[src/rtl/instr_dispatch_fsm.sv]
// Instruction dispatch controller: refills i_mem from DDR, reads a programme and hands each
// instruction to one execution unit. Optional EXEC watchdog is built when DISPATCH_TIMEOUT_EN is set.
module instr_dispatch_fsm #(
  parameter int unsigned INSTR_W     = 64,
  parameter int unsigned ADDR_W      = 10,
  parameter int unsigned NUM_UNITS   = 4,
  parameter int unsigned RD_LATENCY  = 1,
  parameter int unsigned TIMEOUT_CYC = 4096
) (
  input  logic                 clk,
  input  logic                 rst,
  input  logic                 acc_enable,
  input  logic [ADDR_W:0]      prog_len,
  input  logic                 i_mem_full,
  input  logic [INSTR_W-1:0]   i_mem_rdata,
  output logic [ADDR_W-1:0]    i_mem_addr,
  output logic                 i_mem_rd_enable,
  output logic                 fetch_instruction_from_ddr,
  output logic [INSTR_W-1:0]   instr_data,
  output logic [NUM_UNITS-1:0] instr_valid,
  input  logic [NUM_UNITS-1:0] instr_ready,
  input  logic [NUM_UNITS-1:0] unit_done,
  output logic                 busy,
  output logic [15:0]          instr_cnt,
  output logic                 err_illegal,
  output logic                 err_timeout
);

  localparam int unsigned SEL_W = $clog2(NUM_UNITS);
  localparam int unsigned LAT_W = $clog2(RD_LATENCY + 1);

  typedef enum logic [2:0] {
    StIdle,
    StLoad,
    StRead,
    StWait,
    StDispatch,
    StExec,
    StNext
  } state_e;

  state_e               state_q, state_d;
  logic                 full_q;
  logic [ADDR_W:0]      len_q, len_d;
  logic [ADDR_W-1:0]    addr_q, addr_d;
  logic [INSTR_W-1:0]   data_q, data_d;
  logic [15:0]          cnt_q, cnt_d;
  logic                 ill_q, ill_d;
  logic [LAT_W-1:0]     lat_q, lat_d;

  logic [SEL_W-1:0]     sel_q, sel_rd;
  logic [NUM_UNITS-1:0] unit_oh;
  logic                 sel_ok;
  logic                 last_addr;

  assign sel_q     = data_q[INSTR_W-1 -: SEL_W];
  assign sel_rd    = i_mem_rdata[INSTR_W-1 -: SEL_W];
  assign unit_oh   = NUM_UNITS'(1) << sel_q;
  assign sel_ok    = (32'(sel_rd) < NUM_UNITS);
  assign last_addr = ({1'b0, addr_q} == (len_q - (ADDR_W+1)'(1)));

`ifdef DISPATCH_TIMEOUT_EN
  logic [15:0] wd_q, wd_d;
  logic        to_q, to_d;
`endif

  always_comb begin
    state_d = state_q;
    len_d   = len_q;
    addr_d  = addr_q;
    data_d  = data_q;
    cnt_d   = cnt_q;
    ill_d   = ill_q;
    lat_d   = lat_q;
`ifdef DISPATCH_TIMEOUT_EN
    wd_d    = wd_q;
    to_d    = to_q;
`endif
    unique case (state_q)
      StIdle: begin
        if (acc_enable && (prog_len != '0)) begin
          len_d   = prog_len;
          addr_d  = '0;
          state_d = StLoad;
        end
      end
      StLoad: begin
        if (full_q) state_d = StRead;
      end
      StRead: begin
        lat_d   = '0;
        state_d = StWait;
      end
      StWait: begin
        if (lat_q == LAT_W'(RD_LATENCY - 1)) begin
          data_d = i_mem_rdata;
          // An unmapped unit select skips the word without counting it.
          if (sel_ok) begin
            state_d = StDispatch;
          end else begin
            ill_d   = 1'b1;
            state_d = StNext;
          end
        end else begin
          lat_d = lat_q + LAT_W'(1);
        end
      end
      StDispatch: begin
        if (|(instr_ready & unit_oh)) begin
          state_d = StExec;
`ifdef DISPATCH_TIMEOUT_EN
          wd_d    = '0;
`endif
        end
      end
      StExec: begin
        if (|(unit_done & unit_oh)) begin
          cnt_d   = cnt_q + 16'd1;
          state_d = StNext;
        end
`ifdef DISPATCH_TIMEOUT_EN
        else if (wd_q == 16'(TIMEOUT_CYC - 1)) begin
          to_d    = 1'b1;
          state_d = StIdle;
        end else begin
          wd_d = wd_q + 16'd1;
        end
`endif
      end
      StNext: begin
        if (last_addr) begin
          if (acc_enable) begin
            addr_d  = '0;
            state_d = StLoad;
          end else begin
            state_d = StIdle;
          end
        end else if (acc_enable) begin
          addr_d  = addr_q + ADDR_W'(1);
          state_d = StRead;
        end else begin
          state_d = StIdle;
        end
      end
      default: state_d = StIdle;
    endcase
  end

  always_ff @(posedge clk) begin
    if (rst) begin
      state_q <= StIdle;
      full_q  <= 1'b0;
      len_q   <= '0;
      addr_q  <= '0;
      data_q  <= '0;
      cnt_q   <= '0;
      ill_q   <= 1'b0;
      lat_q   <= '0;
`ifdef DISPATCH_TIMEOUT_EN
      wd_q    <= '0;
      to_q    <= 1'b0;
`endif
    end else begin
      state_q <= state_d;
      full_q  <= i_mem_full;
      len_q   <= len_d;
      addr_q  <= addr_d;
      data_q  <= data_d;
      cnt_q   <= cnt_d;
      ill_q   <= ill_d;
      lat_q   <= lat_d;
`ifdef DISPATCH_TIMEOUT_EN
      wd_q    <= wd_d;
      to_q    <= to_d;
`endif
    end
  end

  assign i_mem_addr                 = addr_q;
  assign i_mem_rd_enable            = (state_q == StRead);
  assign fetch_instruction_from_ddr = (state_q == StLoad) && !full_q;
  assign instr_data                 = data_q;
  assign instr_valid                = (state_q == StDispatch) ? unit_oh : '0;
  assign busy                       = (state_q != StIdle);
  assign instr_cnt                  = cnt_q;
  assign err_illegal                = ill_q;
`ifdef DISPATCH_TIMEOUT_EN
  assign err_timeout                = to_q;
`else
  assign err_timeout                = 1'b0;
`endif

endmodule

[config.mk]
export PLATFORM = sky130hd
export DESIGN_NAME = instr_dispatch_fsm
export DESIGN_NICKNAME = d
export VERILOG_FILES = /design/src/rtl/instr_dispatch_fsm.sv
export SDC_FILE = /design/constraint.sdc
export NUM_CORES = 1
export LEC_CHECK = 0
export ABC_AREA = 1
export ABC_CLOCK_PERIOD_IN_PS = 2800
export CAP_MARGIN = 0
export CORE_ASPECT_RATIO = 1.4
export CORE_MARGIN = 1.5
export CORE_UTILIZATION = 24
export CTS_BUF_LIST = sky130_fd_sc_hd__clkbuf_8
export CTS_CLUSTER_SIZE = 20
export DETAILED_ROUTE_END_ITERATION = 7
export GPL_ROUTABILITY_DRIVEN = 0
export PLACE_DENSITY = 0.48
export REMOVE_ABC_BUFFERS = 1
export SETUP_SLACK_MARGIN = 0.4
export SYNTH_ARGS = -nofsm -noshare
export SYNTH_HDL_FRONTEND = slang
export SYNTH_SLANG_ARGS = --single-unit
[constraint.sdc]
create_clock -name clk -period 2.8 [get_ports clk]
set_clock_uncertainty 0.05 [all_clocks]
set_input_delay 0.56 -clock clk [delete_from_list [all_inputs] [get_ports clk]]
set_output_delay 0.56 -clock clk [all_outputs]
set_load 0.02 [all_outputs]
# Word-level counts from Yosys, hierarchy flattened
# Index checks and enable logic that the tools add are counted.
# totals
regBits	106
inputBits	87
out_inout_bits	99
# op_classes
addsub	4
n_eq_ne	13
shift	1
muxes	17
n_bitwise	3
n_reduce_logical	15
# ops
operator	count
two-way mux 10 bit	4
case mux 3 bit (7 select lines)	1
case mux 10 bit (2 select lines)	1
two-way mux 3 bit	6
adder 16 x 1 -> 16 bit (second input constant)	1
inequality test 2 bit (second input constant)	6
equality test 10 x 11 -> 1 bit	1
nonzero test 11 bit	1
subtractor 11 x 1 -> 11 bit (second input constant)	1
adder 10 x 1 -> 10 bit (second input constant)	1
equality test 3 bit (second input constant)	3
bitwise AND 4 bit	2
OR reduction 4 bit	2
equality test 3 x 2 -> 1 bit (second input constant)	2
AND reduction 2 bit	3
AND reduction 5 bit	1
two-way mux 4 bit	1
nonzero test 2 bit	2
<< shifter 1 x 2 -> 4 bit (first input constant)	1
equality test 3 x 1 -> 1 bit (second input constant)	1
zero test 3 bit	1
AND reduction 3 bit	1
nonzero test 3 bit	1
logical AND 1 bit	2
6 further kinds	7

# Longest topological paths before layout
# Gate-level depths: netlist of the first run.
# logic_depth
depth_word	5
mapped_depth	14
depth_no_buf	14

# Least setup slack after synthesis of the first run
# OpenSTA, ideal clock, no wires.
# synth_timing
path_kind	register to output
start	register data_q[62], in the netlist instr_data[62]
end	output instr_valid[3]
arrival_ns	1.210
path_slack_ns	0.980
path_stages_with_launch	3
path_buffers	0
path_cell_list	dfxtp_1 > inv_1 > nor3_1
# synth_between
elab_chain_len	2
# synth_lines
element	line	rtl
start, declared	46	logic [INSTR_W-1:0] data_q, data_d;
start signal, assigned	168	data_q <= data_d;
<< shifter 1 x 2 -> 4 bit	58	assign unit_oh = NUM_UNITS'(1) << sel_q;
two-way mux 4 bit	183	assign instr_valid = (state_q == StDispatch) ? unit_oh : '0;
end, declared	20	output logic [NUM_UNITS-1:0] instr_valid,
# No other way between the ends.

# Worst setup path in the final report of the first run
# layout_timing
start	register state_q[0]
end	output busy
# layout_between
elab_chain_len	1
# layout_lines
element	line	rtl
start, declared	42	state_e state_q, state_d;
start signal, assigned	151	state_q <= StIdle;
start signal, assigned	164	state_q <= state_d;
nonzero test 3 bit	184	assign busy = (state_q != StIdle);
end, declared	23	output logic busy,
# No other way between the ends.

==> results by group, run 1 <==
Routing
  • Pre-antenna DRT Iters: 4
  • ANT nets after route: 0
  • Vias: roughly 4600
  • DRT iter0 DRCs: roughly 200
  • Drc violations: 0
  • Vias/cell: about 4.3
  • Wire length per cell: between 10 and 15 microns
  • WL final: roughly 14000 microns

Critical path
  • CP max FO: 7
  • Worst Path Required: approximately 2.2 ns
  • WP data arrival: ~1.7 ns
  • Crit path cell chain: nor2_1 -> nand2_1 -> clkdlybuf4s50_1
  • Critical Path Slowest Stage Cell: clkdlybuf4s50_1
  • Crit path kind: reg2out
  • Worst setup SP type: flip-flop
  • Crit-path max cell delay: about 0.69 ns
  • CP Capture Type: output pin

Yosys
  • Warnings from Yosys: 0
  • Commonest cells post-synth: nor2_1 (168), dfxtp_1 (105), o21ai_0 (87)
  • Post-synth EDFFs: 0
  • Mapped cell area: between 0.004 and 0.005 sq mm
  • Most numerous cell in the Yosys netlist: nor2_1
  • Share of the synthesized area in the top cell type: 45.66%
  • Largest cells by area after synthesis: dfxtp_1 (46%), nor2_1 (14%), o21ai_0 (9.5%), nand2_1 (6.7%), inv_1 (3.9%)
  • Share of synthesized registers carrying an async set or reset: 0%
  • Mapped Avg Cell Area: 7.082 sq um
  • Synth unique cells: 38
  • Seq cells post-synth: 105
  • Largest area contributor in the netlist: dfxtp_1
  • Ys flop type: dfxtp_1
  • Gate Count Post-Synth: 650
  • Register area share after synthesis: a little under half

Pwr
  • PwrDens: around 520 mW/mm^2
  • Maximum VDD drop: about 0.24 mV
  • Static Leak: about 2.8 nW

Global route
  • First-pass GRT wire length: between 20000 and 25000 microns
  • Number of global-route vias before repair: 4627
  • All-Layer GR Usage: about 15%
  • Total grt overflow: 0
  • Pin count of the biggest net entering global routing: 63
  • Initial antenna violation count: 0

Floorplan
  • Die W: ~120 microns
  • Starting density of the core: 24.65%
  • Core Area: around 0.019 sq mm
  • I/O pin count: about 190
  • Die Area: roughly 0.02 sq mm
  • Chip Height: approximately 170 microns
  • Rows: just under 60

Finish
  • Finished Layout Cells: between 1000 and 1500
  • Share of cells above drive strength 1: under 10%
  • Ant diodes: 0
  • Fill cells: a little under 2000
  • Nets@finish: just over 900
  • Area grow syn2layout: 49.42%

Clock network
  • Post-CTS Setup Inserts: 0
  • # clock sinks: 105
  • Clk slew on worst S/H paths: ~0.11 ns
  • Total CTS buffers: 9
  • TritonCTS clock tree: yes
  • CTS root buf: clkbuf_8
  • Worst-Skew Late Latency: ~0.38 ns
  • Clock buffer depth: 2
  • Htree depth: 3

Place
  • HPWL Detailed: about 10000 microns
  • Placed insts: 1056
  • Port Buffers: around 180

Run
  • Max Cap Violations: 0

STA
  • Slew Viols, Final: 0
  • Tmin final: around 2.3 ns
  • Finish-stage setup viols: 0
  • RSZ-0062 raised after global routing: yes
  • Tcrit/Tclk final: between 80% and 90%
  • Slew @ Worst Pin: 0.6015 ns
  • Slew headroom: between 50% and 60%
  • Setup TNS: 0 ns
  • Fmax: between 0.4 and 0.5 GHz
  • Fin. Hold Viols: 0

Run status
  • Outcome: complete, no violations

Min path
  • Hold WC Path Type: reg2reg
-- registers in the layout, summed over array words and instances, names as in the netlist --
| register | flops |
|---|---|
| instr_data | 64 |
| instr_cnt | 16 |
| len_q | 11 |
| i_mem_addr | 10 |
| state_q | 3 |
| full_q | 1 |
-- cell families (layout without fill, tap and decap cells) --
| group | count (synthesis) | in the layout | share of synthesized area, % |
|---|---|---|---|
| AOI/OAI and AO/OA | 124 | 124 | 13.84 |
| DFF | 105 | 105 | 45.66 |
| other | 1 | 2 | 0.08147 |
| xor gates and xnor gates | 13 | 13 | 2.474 |
| muxes | 1 | 1 | 0.2175 |
| adders and majority gates | 3 | 3 | 0.8155 |
| buffers and inverters | 84 | 261 | 7.149 |
| and+or+nand+nor | 319 | 319 | 29.76 |
-- power breakdown --
group / leakage, nW / internal [mW] / switching, mW
sequential: 0.851 / 1.60 / 0.0875
clock: 0.0933 / 0.334 / 0.590
combinational: 1.87 / 0.433 / 0.558
-- worst max-delay path: cells and delay by family (launching register included) --
family | cells | cell delay (ns)
buf+inv | 1 | 0.69
flops | 1 | 0.47
simple gates | 2 | 0.16
-- layout make-up --
type / count / area [sq um] / share of cell area (%)
multi-input combinational: 462 / 2186 / 31.78
sequential: 105 / 2103 / 30.58
timing repair buffer: 190 / 1897 / 27.58
tap: 244 / 305.3 / 4.439
inverter: 55 / 209.0 / 3.038
clock buffer: 9 / 123.9 / 1.801
clock inverter: 7 / 53.80 / 0.7822
-- layout by cell type (no fill, tap or decap), types with 2 or more instances in the layout --
| cell type | synthesis | final |
|---|---|---|
| nor3_2 | 1 | 2 |
| buf_4 | 2 | 5 |
| inv_6 | 0 | 2 |
| nand4_1 | 4 | 4 |
| o21ai_0 | 87 | 87 |
| buf_12 | 0 | 2 |
| dlygate4sd2_1 | 0 | 3 |
| inv_1 | 48 | 46 |
| a21oi_1 | 27 | 27 |
| nor2_2 | 3 | 2 |
| clkbuf_2 | 1 | 2 |
| dfxtp_1 | 105 | 104 |
| nor3_1 | 16 | 15 |
| nand2_1 | 82 | 82 |
| nor2_4 | 3 | 4 |
| xnor2_1 | 6 | 6 |
| o21ai_1 | 4 | 4 |
| xor2_1 | 7 | 7 |
| conb_1 | 1 | 2 |
| ha_1 | 3 | 3 |
| nor2_1 | 168 | 168 |
| clkbuf_8 | 0 | 9 |
| inv_2 | 6 | 9 |
| nor3_4 | 2 | 2 |
| nand3_1 | 33 | 33 |
| clkdlybuf4s50_1 | 0 | 177 |
| a31oi_1 | 2 | 2 |
-- path summary, 6_finish.rpt --
check                  start            end  slack (ns)  cells after the start
setup / recovery  state_q[0]           busy        0.48                      3
hold / removal     len_q[10]      len_q[10]        0.42                      2
setup reg to reg    len_q[0]  i_mem_addr[5]        0.77                     13
hold reg to reg    len_q[10]      len_q[10]        0.42                      2
-- timing repair --
action,CTS,global route
hold buffers,0,0
setup endpoints to repair,7,5
resized for setup,10,8
-- routing by layer --
metal	wire, microns	track usage [%]	vias up
met3	1022	4.384	14
met2	7059	25.17	125
li1	-	-	2422
met4	242	5.487	0
met5	0	0	-
met1	6124	16.88	2020
-- per-stage QoR --
| step | setup slack, ns | utilization, % | total power, mW | hold slack (ns) | area, sq um |
|---|---|---|---|---|---|
| 2_1_floorplan | -0.2006 | - | 2.273 | 0.3928 | 4487 |
| 3_3_place_gp | 0.4130 | 35.91 | 2.733 | 0.4091 | 6706 |
| 3_5_place_dp | 0.3848 | 35.91 | 2.730 | 0.4088 | 6706 |
| 4_1_cts | 0.3613 | 36.84 | 3.676 | 0.4257 | 6880 |
| 5_1_grt | 0.3996 | 36.83 | 3.857 | 0.4524 | 6878 |
| 6_report | 0.4812 | 36.83 | 3.607 | 0.4239 | 6878 |
Power figures use the tool's default switching activity.
==> run 2, diff against run 1 <==
ABC_CLOCK_PERIOD_IN_PS = 2400   (was 2800)
clock period = 2.4 ns   (was 2.8 ns; I/O delays follow)
==> run 2 against run 1 <==
Count of clock-buffer cells in the layout grew 1; final area grew 0.98%; sequential cell count is the same; clock power grew 18%; utilization grew 0.36 points; hold slack gained 0.0030 ns; global-route usage grew 0.18 points; cell count is the same; sequential share of layout area shrank 0.12 points; register-to-register slack lost 0.19 ns; sequential power grew 17%; die area is the same; critical endpoint is now instr_cnt[10].
==> results by group, run 2 (synthesized netlist as in run 1, its figures left out) <==
Routing
  • WL final: 14600 microns (+1.0%)
  • Drc violations: 0 (unchanged)
  • Vias/cell: 4.333 (+1.4%)
  • Pre-antenna DRT Iters: 4 (unchanged)
  • Vias: 4645 (+1.4%)
  • ANT nets after route: 0 (unchanged)
  • Wire length per cell: 13.62 microns (+1.0%)
  • DRT iter0 DRCs: 143 (-27%)

Finish
  • Multi-input gate area: 0.002248 sq mm (+2.9%)
  • Fill cells: 1964 (-1.3%)
  • Finished Layout Cells: 1072 (unchanged)
  • Commonest non-fill, non-tap cells in the layout: nor2_1 (163), clkdlybuf4s50_1 (155), dfxtp_1 (98)
  • Number of flip-flops in the largest register: 64 (unchanged)
  • Register area: 0.002116 sq mm (+0.59%)
  • Design area: 0.006945 sq mm (+0.98%)
  • Ant diodes: 0 (unchanged)
  • Commonest non-fill, non-tap cell in the layout: nor2_1
  • Share of cells above drive strength 1: 8.937% (+2.7 points)
  • Area grow syn2layout: 50.88%
  • Nets@finish: 913 (unchanged)
  • Final Core Density: 37.19% (+0.36 points)

Floorplan
  • I/O pin count: 186 (unchanged)
  • Die Area: 0.02003 sq mm (unchanged)
  • Starting density of the core: 24.65% (unchanged)
  • Rows: 59 (unchanged)
  • Chip Height: 166.9 microns (unchanged)
  • Core Area: 0.01868 sq mm (unchanged)
  • Die W: 120.0 microns (unchanged)

Critical path
  • Crit path kind: reg2out
  • Worst Path Required: 1.87 ns (-0.32 ns)
  • Crit path cell chain: clkdlybuf4s50_1
  • WP data arrival: 1.39 ns (-0.32 ns)
  • Crit path max-delay family: buffers and inverters
  • Critical Path Slowest Stage Cell: clkdlybuf4s50_1
  • Worst setup SP type: flip-flop
  • Critical path buffers and inverters: 1 (unchanged)
  • Crit-path max cell delay: 0.62 ns (-0.07 ns)
  • CP max FO: 3 (-4)
  • CP Capture Type: output pin

Pwr
  • Static Leak: 2.974 nW (+5.7%)
  • PwrDens: 616.5 mW/mm^2 (+18%)
  • Total power draw: 4.282 mW (+19%)
  • Maximum VDD drop: 0.2476 mV (+2.6%)

Place
  • Placed insts: 1056 (unchanged)
  • Placed Instance Area: 0.006719 sq mm (+0.19%)
  • Worst Setup Slack post-DPL: 0.06570 ns (-0.3191 ns)
  • Port Buffers: 183 (unchanged)
  • HPWL Detailed: 10380 microns (-0.58%)

Global route
  • Routing usage on met1: 17.39% (+0.52 points)
  • Pin count of the biggest net entering global routing: 93 (+48%)
  • First-pass GRT wire length: 23240 microns (-0.44%)
  • Initial antenna violation count: 0 (unchanged)
  • Total grt overflow: 0 (unchanged)
  • Layer with the highest usage: met2
  • Met3 Usage GRT: 5.514% (+1.1 points)
  • Number of global-route vias before repair: 4492 (-2.9%)
  • Met2 Use GR: 24.25% (-0.92 points)
  • All-Layer GR Usage: 14.78% (+0.18 points)

STA
  • Tcrit/Tclk final: around 80%
  • RSZ-0062 raised after global routing: yes
  • Slew Viols, Final: 0 (unchanged)
  • Slew @ Worst Pin: 0.5422 ns (-0.05934 ns)
  • Tmin final: approximately 1.9 ns
  • Finish-stage setup viols: 0 (unchanged)
  • Setup TNS: 0 ns (unchanged)
  • Fmax: around 0.52 GHz
  • Hold slack: 0.4269 ns (+0.003024 ns)
  • Final WS setup: 0.4805 ns (-0.0006840 ns)
  • Fin. Hold Viols: 0 (unchanged)
  • Slew headroom: 63.52% (+3.6 points)

Clock network
  • Htree depth: 3 (unchanged)
  • Worst-Skew Late Latency: 0.39 ns (about the same)
  • Post-CTS Setup Inserts: 0 (unchanged)
  • CTS root buf: clkbuf_8
  • Clock buffer depth: 2 (unchanged)
  • Clk slew on worst S/H paths: 0.11 ns (about the same)
  • TritonCTS clock tree: yes
  • # clock sinks: 105 (unchanged)
  • Total CTS buffers: 9 (unchanged)

Run status
  • Outcome: complete, no violations

Run
  • Max Cap Violations: 0 (unchanged)

Min path
  • Hold WC Path Type: reg2reg
==> run 2: worst register-to-register path, delay by kind of cell (launching register included) <==
family | cells | cell delay [ns]
xor gates and xnor gates | 1 | 0.11
buffers and inverters | 1 | 0.06
adders and majority gates | 1 | 0.23
and+or+nand+nor | 8 | 0.88
DFF | 1 | 0.38
==> run 2: layout make-up <==
| cell class | count | area share [%] |
|---|---|---|
| Clock buffer | 10 | 1.982 |
| Clock inverter | 6 | 0.5945 |
| Inverter | 55 | 3.008 |
| Multi-Input combinational cell | 462 | 32.37 |
| Sequential cell | 105 | 30.46 |
| Tap cell | 244 | 4.396 |
| Timing Repair Buffer | 190 | 27.18 |
==> run 2: final timing paths <==
check	start	end	slack [ns]	cells past startpoint
worst max-delay path	instr_cnt[10]	instr_cnt[10]	0.48	1
worst min-delay path	len_q[10]	len_q[10]	0.43	2
worst min register to register	len_q[10]	len_q[10]	0.43	2
worst max register to register	len_q[0]	i_mem_addr[5]	0.58	11
==> run 2: routing by layer <==
metal,part of all wire (%),wire [microns]
met5,0,0
met4,2.0,293
met3,8.1,1189
met2,48,7049
met1,42,6065
==> run 2: power breakdown <==
| part | leakage [nW] | switching, mW | total [mW] | internal (mW) |
|---|---|---|---|---|
| Sequential | 0.854 | 0.107 | 1.98 | 1.88 |
| Combinational | 2.03 | 0.684 | 1.21 | 0.528 |
| Clock | 0.0905 | 0.677 | 1.09 | 0.409 |
==> run 2: repair_timing <==
item                       4_1_cts  5_1_grt
gates cloned                     0        0
setup endpoints to repair       34       21
hold buffers                     0        0
hold endpoints to repair         0        0
gates resized for setup         62       23
pin swaps                        1        1
==> run 3, diff against run 2 <==
ABC_CLOCK_PERIOD_IN_PS = 1600   (was 2400)
PLACE_DENSITY = 0.49   (was 0.48)
clock period = 1.6 ns   (was 2.4 ns; I/O delays follow)
==> run 3 against run 2 <==
First-iteration DRC count shrank 8.4%; sequential power grew 52%; the run now ends with setup timing left; utilization grew 12 points; highest routed layer unchanged.
==> results by group, run 3 (synthesized netlist as in run 1, its figures left out) <==
STA
  • Hold slack: 0.3894 ns (-0.03756 ns)
  • Slew Viols, Final: 0 (unchanged)
  • Fmax: between 0.5 and 0.6 GHz
  • Finish-stage setup viols: 57 (+57)
  • RSZ-0062 raised after global routing: yes
  • Final WS setup: -0.1465 ns (-0.6270 ns)
  • Tcrit/Tclk final: 109.2%
  • Fin. Hold Viols: 0 (unchanged)
  • Tmin final: between 1.5 and 2 ns

Routing
  • Pre-antenna DRT Iters: 4 (unchanged)
  • Vias: 5310 (+14%)
  • Vias/cell: 4.396 (+1.4%)
  • DRT iter0 DRCs: 131 (-8.4%)
  • Wire length per cell: 14.51 microns (+6.5%)
  • Drc violations: 0 (unchanged)
  • WL final: 17520 microns (+20%)
  • ANT nets after route: 0 (unchanged)

Critical path
  • WP data arrival: 1.38 ns (about the same)
  • Worst setup SP type: flip-flop
  • Reg-to-reg endpoint: instr_cnt[10]
  • Worst R2R Setup Slack: -0.11 ns (-0.69 ns)
  • Critical Path Slowest Stage Cell: dfxtp_4
  • Worst Path Required: 1.23 ns (-0.64 ns)
  • CP endpoint: fetch_instruction_from_ddr
  • CP Capture Type: output pin
  • Crit-path max cell delay: 0.37 ns (-0.25 ns)
  • Crit path cell chain: buf_6 -> nor2_4 -> inv_2 -> nor3_4 -> buf_6
  • FF-to-FF path depth: 11 (unchanged)
  • CP max FO: 4 (+1)
  • Reg-to-Reg Start: state_q[1]
  • Critical path startpoint: state_q[1]
  • Crit path top cell by count: buf_6
  • Crit path kind: reg2out

Floorplan
  • Chip Height: 166.9 microns (unchanged)
  • I/O pin count: 186 (unchanged)
  • Die Area: 0.02003 sq mm (unchanged)
  • Core Area: 0.01868 sq mm (unchanged)
  • Die W: 120.0 microns (unchanged)
  • Rows: 59 (unchanged)
  • Starting density of the core: 24.65% (unchanged)

Global route
  • Number of global-route vias before repair: 5034 (+12%)
  • Pin count of the biggest net entering global routing: 44 (-53%)
  • First-pass GRT wire length: 25980 microns (+12%)
  • Initial antenna violation count: 0 (unchanged)
  • All-Layer GR Usage: 16.53% (+1.8 points)
  • Total grt overflow: 0 (unchanged)

Clock network
  • Clock buffer depth: 2 (unchanged)
  • Clk slew on worst S/H paths: 0.11 ns (about the same)
  • Htree depth: 3 (unchanged)
  • Total CTS buffers: 9 (unchanged)
  • CTS root buf: clkbuf_8
  • Worst-Skew Late Latency: 0.39 ns (about the same)
  • # clock sinks: 105 (unchanged)
  • Cts hold-fix bufs: 0 (unchanged)
  • TritonCTS clock tree: yes

Pwr
  • Net Sw Frac: 35.16% (+0.89 points)
  • Static Leak: 3.988 nW (+34%)
  • Int Power: 4.936 mW (+75%)
  • Combinational power share: 38.8% (+10 points)
  • Sequential power share: 39.4% (-6.9 points)
  • Net Switching: 2.677 mW (+82%)
  • PwrDens: 828.6 mW/mm^2 (+34%)
  • Maximum VDD drop: 0.4787 mV (+93%)
  • Clk network pwr share: 21.8% (-3.6 points)

Run status
  • Outcome: complete, but fails checks
  • Violated checks: setup timing

Min path
  • Hold WC Path Type: in2reg

Finish
  • Nets@finish: 1049 (+15%)
  • Area grow syn2layout: 99.59%
  • Share of cells above drive strength 1: 51.45% (+43 points)
  • Final Core Density: 49.19% (+12 points)
  • Commonest non-fill, non-tap cells in the layout: nor2_1 (134), buf_6 (129), buf_4 (90)
  • Commonest non-fill, non-tap cell in the layout: nor2_1
  • Fill cells: 1839 (-6.4%)
  • Ant diodes: 0 (unchanged)
  • Number of flip-flops in the largest register: 64 (unchanged)

Place
  • Port Buffers: 183 (unchanged)
  • HPWL Detailed: 11280 microns (+8.7%)

Run
  • Max Cap Violations: 0 (unchanged)
run 3: cell types whose count changed in the layout (fill, tap and decap cells not counted), sizes merged:
cell,before,now
clkbuf,10,13
clkdlybuf4s15,1,0
clkinvlp,2,3
dlygate4sd2,17,0
dlymetal6s2s,4,0
buf,13,236
clkdlybuf4s50,155,86
run 3: worst min path at each step:
stage / cells past startpoint / slack [ns] / end / from
5_1_grt: 3 / 0.38 / full_q / i_mem_full
4_1_cts: 3 / 0.36 / full_q / i_mem_full
3_3_place_gp: 2 / 0.40 / len_q[10] / len_q[10]
3_5_place_dp: 2 / 0.41 / len_q[10] / len_q[10]
2_1_floorplan: 1 / 0.34 / instr_cnt[15] / rst
6_report: 3 / 0.39 / full_q / i_mem_full
run 3: worst max-delay path: cells and delay by family, from the launching register on:
kind | cells | cell delay (ns)
and+or+nand+nor | 2 | 0.26
DFF | 1 | 0.37
buffers and inverters | 3 | 0.36
run 3: layout make-up:
cell class / count / area (sq um) / share of cell area (%)
clock buffers: 9 / 123.9 / 1.348
inverters: 55 / 231.5 / 2.519
flip-flops and latches: 105 / 2252 / 24.51
repair buffers: 326 / 3445 / 37.49
clock inverters: 7 / 60.06 / 0.6537
multi-input cells: 462 / 2770 / 30.15
well taps: 244 / 305.3 / 3.323
run 3: power groups by stage:
stage / Sequential, mW / Combinational, mW / Clock [mW]
5_1_grt: 3.03 / 3.20 / 1.84
2_1_floorplan: 3.14 / 0.842 / 0
3_5_place_dp: 2.98 / 2.11 / 0
3_3_place_gp: 2.98 / 2.12 / 0
4_1_cts: 2.99 / 2.65 / 1.74
6_report: 3.00 / 2.96 / 1.66
run 3: routing by layer:
| layer | part of all wire, % | track usage [%] |
|---|---|---|
| met4 | 1.5 | 4.607 |
| met3 | 6.2 | 5.274 |
| met5 | 0 | 0 |
| met1 | 38 | 18.13 |
| met2 | 54 | 30.19 |
run 3: repair_timing:
item | 4_1_cts | 5_1_grt
setup buffers | 23 | 26
gates resized for setup | 856 | 85
setup endpoints to repair | 201 | 201
pin swaps | 83 | 29
cloned | 5 | 5
run 3: metrics by stage:
stage	area, sq um	setup WS [ns]	total power, mW	TNS [ns]	std cells
after detailed placement	7307	-0.4995	5.089	-12.80	1133
final	9188	-0.1465	7.613	-3.134	1208
after CTS	8561	-0.2427	7.381	-2.697	1177
after floorplan	4487	-1.401	3.978	-87.23	622
after global placement	7307	-0.4687	5.095	-12.75	1133
after global routing	9188	-0.2536	8.060	-10.64	1208
